--- src/rtl/rf_pkg.sv ---
// Shared register-file definitions: address/data widths and the writeback entry layout.
package rf_pkg;
  localparam int unsigned REG_ADDR_W = 4;
  localparam int unsigned REG_DATA_W = 16;
  localparam int unsigned NUM_REGS   = 16;

  typedef struct packed {
    logic                  valid;
    logic [REG_ADDR_W-1:0] rd;
    logic [REG_DATA_W-1:0] data;
  } wb_entry_t;
endpackage

--- src/rtl/wb_entry_fifo.sv ---
// In-order writeback entry store: two enqueues (a older than b) and one dequeue per cycle.
module wb_entry_fifo
  import rf_pkg::*;
#(
  parameter int unsigned Depth = 4,
  localparam int unsigned PtrW = $clog2(Depth),
  localparam int unsigned CntW = PtrW + 1
) (
  input  logic            clk,
  input  logic            rst,
  input  logic            push_a_i,
  input  wb_entry_t       entry_a_i,
  input  logic            push_b_i,
  input  wb_entry_t       entry_b_i,
  input  logic            pop_i,
  output wb_entry_t       entries_o [Depth],
  output logic [PtrW-1:0] head_o,
  output logic [CntW-1:0] count_o
);

  wb_entry_t       mem_q [Depth];
  wb_entry_t       mem_d [Depth];
  logic [PtrW-1:0] head_q, head_d;
  logic [PtrW-1:0] tail_q, tail_d;
  logic [CntW-1:0] count_q, count_d;
  logic [PtrW-1:0] slot_b;

  always_comb begin
    mem_d  = mem_q;
    head_d = head_q;
    // b lands behind a when both arrive together
    slot_b = push_a_i ? tail_q + PtrW'(1) : tail_q;
    if (pop_i) begin
      mem_d[head_q].valid = 1'b0;
      head_d              = head_q + PtrW'(1);
    end
    if (push_a_i) begin
      mem_d[tail_q]       = entry_a_i;
      mem_d[tail_q].valid = 1'b1;
    end
    if (push_b_i) begin
      mem_d[slot_b]       = entry_b_i;
      mem_d[slot_b].valid = 1'b1;
    end
    tail_d  = tail_q + PtrW'(push_a_i) + PtrW'(push_b_i);
    count_d = count_q + CntW'(push_a_i) + CntW'(push_b_i) - CntW'(pop_i);
  end

  always_ff @(posedge clk) begin
    if (rst) begin
      head_q  <= '0;
      tail_q  <= '0;
      count_q <= '0;
      for (int i = 0; i < int'(Depth); i++) begin
        mem_q[i] <= '0;
      end
    end else begin
      head_q  <= head_d;
      tail_q  <= tail_d;
      count_q <= count_d;
      mem_q   <= mem_d;
    end
  end

  assign entries_o = mem_q;
  assign head_o    = head_q;
  assign count_o   = count_q;

endmodule

--- src/rtl/reg_writeback_queue.sv ---
// Buffers ALU and load results in order, retires one register write per cycle,
// and offers decode-side bypass plus a pending-register mask.
module reg_writeback_queue
  import rf_pkg::*;
#(
  parameter int unsigned DEPTH  = 4,
  parameter int unsigned DATA_W = 16,
  parameter int unsigned ADDR_W = 4,
  localparam int unsigned PtrW  = $clog2(DEPTH),
  localparam int unsigned CntW  = PtrW + 1
) (
  input  logic                clk,
  input  logic                rst,
  input  logic                mem_valid,
  input  logic [ADDR_W-1:0]   mem_rd,
  input  logic [DATA_W-1:0]   mem_data,
  output logic                mem_ready,
  input  logic                alu_valid,
  input  logic [ADDR_W-1:0]   alu_rd,
  input  logic [DATA_W-1:0]   alu_data,
  output logic                alu_ready,
  input  logic                wb_hold,
  output logic [ADDR_W-1:0]   rf_rd,
  output logic [DATA_W-1:0]   rf_data,
  output logic                rf_wr,
  input  logic [ADDR_W-1:0]   q_rs,
  input  logic [ADDR_W-1:0]   q_rt,
  output logic                rs_hit,
  output logic [DATA_W-1:0]   rs_data,
  output logic                rt_hit,
  output logic [DATA_W-1:0]   rt_data,
  output logic [NUM_REGS-1:0] pending,
  output logic [CntW-1:0]     count
);

  wb_entry_t       entries [DEPTH];
  wb_entry_t       mem_entry, alu_entry, head_entry;
  logic [PtrW-1:0] head;
  logic            mem_push, alu_push;

  // Readiness looks only at registered occupancy; a same-cycle retire gives no credit.
  assign mem_ready = (count <= CntW'(DEPTH - 1));
  assign alu_ready = (count <= CntW'(DEPTH - 2)) || ((count == CntW'(DEPTH - 1)) && !mem_valid);
  assign mem_push  = mem_valid & mem_ready;
  assign alu_push  = alu_valid & alu_ready;

  assign mem_entry = '{valid: 1'b1, rd: mem_rd, data: mem_data};
  assign alu_entry = '{valid: 1'b1, rd: alu_rd, data: alu_data};

  wb_entry_fifo #(
    .Depth (DEPTH)
  ) u_fifo (
    .clk       (clk),
    .rst       (rst),
    .push_a_i  (mem_push),
    .entry_a_i (mem_entry),
    .push_b_i  (alu_push),
    .entry_b_i (alu_entry),
    .pop_i     (rf_wr),
    .entries_o (entries),
    .head_o    (head),
    .count_o   (count)
  );

  assign head_entry = entries[head];
  assign rf_wr      = (count != '0) & ~wb_hold;
  assign rf_rd      = (count != '0) ? head_entry.rd : '0;
  assign rf_data    = (count != '0) ? head_entry.data : '0;

  // Walk oldest to youngest so the last match seen is the youngest value.
  always_comb begin
    rs_hit  = 1'b0;
    rs_data = '0;
    rt_hit  = 1'b0;
    rt_data = '0;
    pending = '0;
    for (int unsigned i = 0; i < DEPTH; i++) begin
      if (entries[head + PtrW'(i)].valid) begin
        pending[entries[head + PtrW'(i)].rd] = 1'b1;
        if (entries[head + PtrW'(i)].rd == q_rs) begin
          rs_hit  = 1'b1;
          rs_data = entries[head + PtrW'(i)].data;
        end
        if (entries[head + PtrW'(i)].rd == q_rt) begin
          rt_hit  = 1'b1;
          rt_data = entries[head + PtrW'(i)].data;
        end
      end
    end
  end

endmodule

--- config.mk ---
export PLATFORM = sky130hd
export DESIGN_NAME = reg_writeback_queue
export DESIGN_NICKNAME = d
export VERILOG_FILES = /design/src/rtl/rf_pkg.sv /design/src/rtl/wb_entry_fifo.sv /design/src/rtl/reg_writeback_queue.sv
export SDC_FILE = /design/constraint.sdc
export NUM_CORES = 1
export LEC_CHECK = 0
export CORE_UTILIZATION = 55
export DETAILED_ROUTE_END_ITERATION = 10
export PLACE_DENSITY_LB_ADDON = 0.05
export SLEW_MARGIN = 20
export SYNTH_ARGS = -nofsm -noshare
export SYNTH_HDL_FRONTEND = slang
export SYNTH_HIERARCHICAL = 1
export SYNTH_SLANG_ARGS = --single-unit
--- constraint.sdc ---
create_clock -name clk -period 4.7 [get_ports clk]
set_input_delay 0.705 -clock clk [delete_from_list [all_inputs] [get_ports clk]]
set_output_delay 0.705 -clock clk [all_outputs]
set_load 0.05 [all_outputs]
; ---- After elaboration in Yosys (flattened, before gate mapping)
; Cells that the tools add are included.
[totals]
regBits = 91
romBits = 0
latchBits = 0
inputBits = 53
mem_count = 0
elab_cells = 153
ramBits = 0
[op_classes]
magnitude_cmp = 19
n_mux = 77
n_shift = 0
div = 0
addsub = 9
n_mul = 0
reduce_logical = 11
eq_ne = 9
n_bitwise = 13
[ops]
columns = operator, count
row1 = 84-bit bitwise mux, 5
row2 = 16-bit two-way mux, 21
row3 = 21-bit two-way mux, 13
row4 = 84-bit two-way mux, 3
row5 = 21-bit demux with 2-bit select, 5
row6 = 21-bit binary-select mux with 2-bit select, 4
row7 = 16-bit bitwise OR, 3
row8 = 4-bit equality test, 8
row9 = "4-bit by 5-bit < comparator with 1-bit output, second input constant", 4
row10 = 1-bit two-way mux, 20
row11 = "3-bit greater-or-equal comparator, second input constant", 6
row12 = 2-bit inverter with 3-bit output, 6
row13 = 1-bit demux with 4-bit select, 4
row14 = "4-bit by 1-bit greater-or-equal comparator with 1-bit output, second input constant", 4
row15 = "3-bit by 1-bit < comparator with 1-bit output, second input constant", 3
row16 = 1-bit logical AND, 8
row17 = 3-bit by 1-bit adder with 3-bit output, 2
row18 = "3-bit by 2-bit less-or-equal comparator with 1-bit output, second input constant", 2
row19 = 2-bit by 1-bit adder with 2-bit output, 2
row20 = "2-bit by 1-bit adder with 2-bit output, second input constant", 2
row21 = "2-bit adder, second input constant", 2
row22 = 4-bit two-way mux, 1
row23 = 1-bit AND, 3
row24 = "3-bit by 2-bit equality test with 1-bit output, second input constant", 1
row25 = 6 further kinds, 6

; ---- Longest topological paths before layout
[depth]
word_depth = 15
mapped_depth = 11

; ---- Hierarchy
; The synthesis kept the hierarchy.
[by_module_without_submodules]
columns = mod, area_per_inst_um2, n_inst, cells_per_inst, seq_area_each_um2
row1 = wb_entry_fifo, 4300.4, 1, 376, 1821.7
row2 = reg_writeback_queue, 4230.3, 1, 530, 0.0

; ---- Least setup slack after synthesis
; No wires, ideal clock.
[synth_timing]
kind = register to output
start = reg u_fifo.head_q[0] (netlist: u_fifo/head_o[0])
end = out rt_data[15]
required_time_ps = 3995
path_buffers = 1
stages_incl_launch_ff = 8
setup_slack_ps = 725
arrival_time_ps = 3270
cell_sequence = dfxtp_1 buf_6 mux4_2 xnor2_1 and4_1 a211oi_4 a2111oi_0 a221oi_1
[synth_between]
elab_chain_cells = 13
[synth_rtl]
columns = element, line_no
row1 = start: declaration, wb_entry_fifo.sv:23  ; logic [PtrW-1:0] head_q, head_d;
row2 = start signal: assignment, wb_entry_fifo.sv:51  ; head_q <= '0;
row3 = start signal: assignment, wb_entry_fifo.sv:58  ; head_q <= head_d;
row4 = branches (longest 12 deep; another with 2-bit by 1-bit adder with 2-bit output), n/a
row5 = 16-bit two-way mux (*), reg_writeback_queue.sv:78  ; if (entries[head + PtrW'(i)].valid) begin
row6 = end: declaration, reg_writeback_queue.sv:31  ; output logic [DATA_W-1:0] rt_data,
; Mark *: on every way between the ends. The select of a mux whose other input is x is not followed.

; ---- Worst setup path after layout
[layout_timing]
start = reg u_fifo.head_q[0] (netlist: u_fifo/head_o[0])
end = out rs_data[2]
[layout_between]
elab_chain_cells = 13
[layout_rtl]
columns = element, line_no
row1 = branches (longest 12 deep; another with 2-bit by 1-bit adder with 2-bit output), n/a
row2 = 16-bit two-way mux (*), reg_writeback_queue.sv:78
row3 = end: declaration, reg_writeback_queue.sv:29  ; output logic [DATA_W-1:0] rs_data,
; Marked as above.

==> results_dict.tcl <==
set metrics [dict create \
    grt_pass1_vias 7592 \
    synth_warnings 6 \
    power.static_leakage_nw 4.093 \
    fp.dieArea_um2 16010 \
    switching_power_mw 3.389 \
    drt_iter0_markers 1074 \
    dpl.hpwl_mm 19.73 \
    timing.rr.end "u_fifo/count_o[2]$_SDFF_PP0_" \
    synth_nets 970 \
    gr-total-overflow 0 \
    cts_max_level 3 \
    antenna_cells 0 \
    routedWlPerCell_um 23.63 \
    drtAntennaViolNets 0 \
    multi_input_area_um2 6173 \
    vias 8214 \
    fin_crit_sh 0.9509 \
    reg2regPathDepth 10 \
    holdWs_ps 524.0 \
    dieWidth_um 126.5 \
    clock_latency_ps 340 \
    routed_wl_mm 27.86 \
    cp-end-kind "primary output" \
    r2r_start "u_fifo/count_o[2]$_SDFF_PP0_" \
    setup-tns-final_ps 0 \
    area_growth_syn_to_layout_pct 22.51 \
    tightest_slew_ps 1149 \
    slew_headroom 0.2341 \
    place.gp.congestion 0.9412 \
    grt_setup_unrepaired "false" \
    p_clk_frac 0.115 \
    avgViaCountPerCell 6.967 \
    slowest_stage "mux4_1" \
    critPathArrivalTime_ps 3760 \
    max_cap_viol_count 0 \
    clk_pin_slew_worst_paths_ps 70 \
    finalHoldViolations 0 \
    seqPwrFrac 0.215 \
    ctsResizeCount 0 \
    status "finished, final reports clean" \
    fin_cells 1179 \
    pwr-share-comb 0.670 \
    critPathRequiredTime_ps 3990 \
    placedCellCount 1155 \
    seq_area_um2 1827 \
    final.setup.worst_slack_ps 230.6 \
    max_stage_delay_ps 740 \
    hp-start "u_fifo/entries_o[83]$_SDFF_PP0_" \
    syn_area_um2 8527 \
    grt_pass1_wl_mm 42.90 \
    preCtsSetupSlack_ps 609.6 \
    fill_cells 1176 \
    fin_nets 1051 \
    ios 129 \
    drt_pass1_iterations 5 \
    cts_root_buf "clkbuf_16" \
    die_y_um 126.5 \
    crit_start "u_fifo/head_o[0]$_SDFFE_PP0P_" \
    start_util 0.5630 \
    syn_area_per_cell_um2 9.422 \
    endpoint "rs_data[2]" \
    p_per_area_nw_per_um2 612.0 \
    cts_hold_buf 0 \
    p_sw_frac 0.5301 \
    startpoint_type "register" \
    path_class "reg -> out" \
    grt_antenna_before_repair 0 \
    slew_viol_final 0 \
    skew_ps 8.731 \
    ir_drop_mv 0.6526 \
    cp_num_cells 10 \
    numPortBuffers 128 \
    min_period_ps 4469 \
    cts_max_path_buffers 2 \
    grt_max_degree 92 \
    p_int_mw 3.004 \
    coreArea_um2 15150 \
    path_cells "mux4_1 -> xnor2_1 -> nand3_1 -> nor3_4 -> buf_4 -> nor3_4 -> buf_12 -> buf_4 -> a221oi_2 -> buf_12" \
    cts_tree "yes" \
    hold_path_class "reg -> reg" \
    std_cell_rows 45 \
    clock-sinks 91 \
    postCtsSetupRepairBufs 0 \
    reg2reg_slack_ps 1680 \
    numCtsBuffers 9 \
    synthCells 905 \
    critPathBufInv 4 \
    drive_gt1_frac 0.2220 \
    setup_viol 0 \
    cp_max_fo 34 \
    grtUsageTotal 0.3436 \
    fmax_mhz 223.7 \
    remaining_drc_errors 0 \
    cp_top_family "buffers and inverters" \
]
## per-layer routing
metal | vias to the layer above | GRT usage | wire, µm
li1 | 3659 | - | -
met1 | 4011 | 0.5154 | 12790
met2 | 504 | 0.5044 | 12030
met3 | 40 | 0.06200 | 2611
met4 | 0 | 0.08575 | 429
met5 | - | 0 | 0
## cell type report
| type | instances | share of cell area |
|---|---|---|
| multi-input combinational | 711 | 0.5910 |
| timing repair buffer | 157 | 0.1770 |
| sequential | 91 | 0.1749 |
| tap | 188 | 0.02252 |
| clock buffer | 10 | 0.02192 |
| clock inverter | 6 | 0.006947 |
| inverter | 16 | 0.005749 |
## stage by stage
stage	total power [mW]	cell area, µm²	util
3_5_place_dp	5.539	10060	0.6645
3_3_place_gp	5.402	10060	0.6645
5_1_grt	6.675	10450	0.6897
2_1_floorplan	4.314	8527	-
4_1_cts	6.280	10370	0.6844
6_report	6.393	10450	0.6897
## how the worst min path moves through the flow
stage,end,slack [ps],cells after the start
finish,u_fifo/entries_o[83]$_SDFF_PP0_,520,2
global route,u_fifo/entries_o[83]$_SDFF_PP0_,550,2
CTS,u_fifo/entries_o[83]$_SDFF_PP0_,520,2
detailed placement,u_fifo/entries_o[83]$_SDFF_PP0_,510,2
global placement,u_fifo/entries_o[83]$_SDFF_PP0_,500,2
floorplan,u_fifo/entries_o[83]$_SDFF_PP0_,480,2
## state kept, by name, indices dropped and copies added (netlist names)
name / count
u_fifo/entries_o: 84
u_fifo/count_o: 3
u_fifo/head_o: 2
u_fifo/tail_q: 2
## worst register-to-register path, stage by stage (launching register included)
cell and delay (ps):
dfxtp_1 450, nor3_2 80, buf_4 220, nor2_1 660
ha_1 220, inv_1 50, fa_1 390, fa_1 430
xnor2_1 180, xnor2_1 130, nor2_1 50
## cell usage in the layout (no fill, tap or decap), drive strengths merged, types with 2 or more instances in the layout
master and count:
mux4 17, nand3b 7, nor2 77, nand2b 12, a32oi 3, xnor2 33, a221oi 112, clkdlybuf4s50 93
a21oi 11, a31oi 5, ha 9, o221ai 17, a2111oi 32, dfxtp 91, and4 2, or2 3
nand3 22, or3b 3, nand4 5, mux2 19, nor3 8, o21ai 32, inv 17, or3 2
clkinv 4, fa 3, mux2i 151, a211oi 2, buf 64, nand2 86, and2 3, clkbuf 10
nor2b 26, a21o 3
## power by group through the flow
stage	registers, mW	logic (mW)	clock network (mW)
2_1_floorplan	1.25	3.06	0
4_1_cts	1.36	4.18	0.740
3_5_place_dp	1.37	4.16	0
6_report	1.37	4.29	0.734
5_1_grt	1.41	4.50	0.770
3_3_place_gp	1.34	4.06	0
No activity file was read; power rests on OpenSTA's default activity.
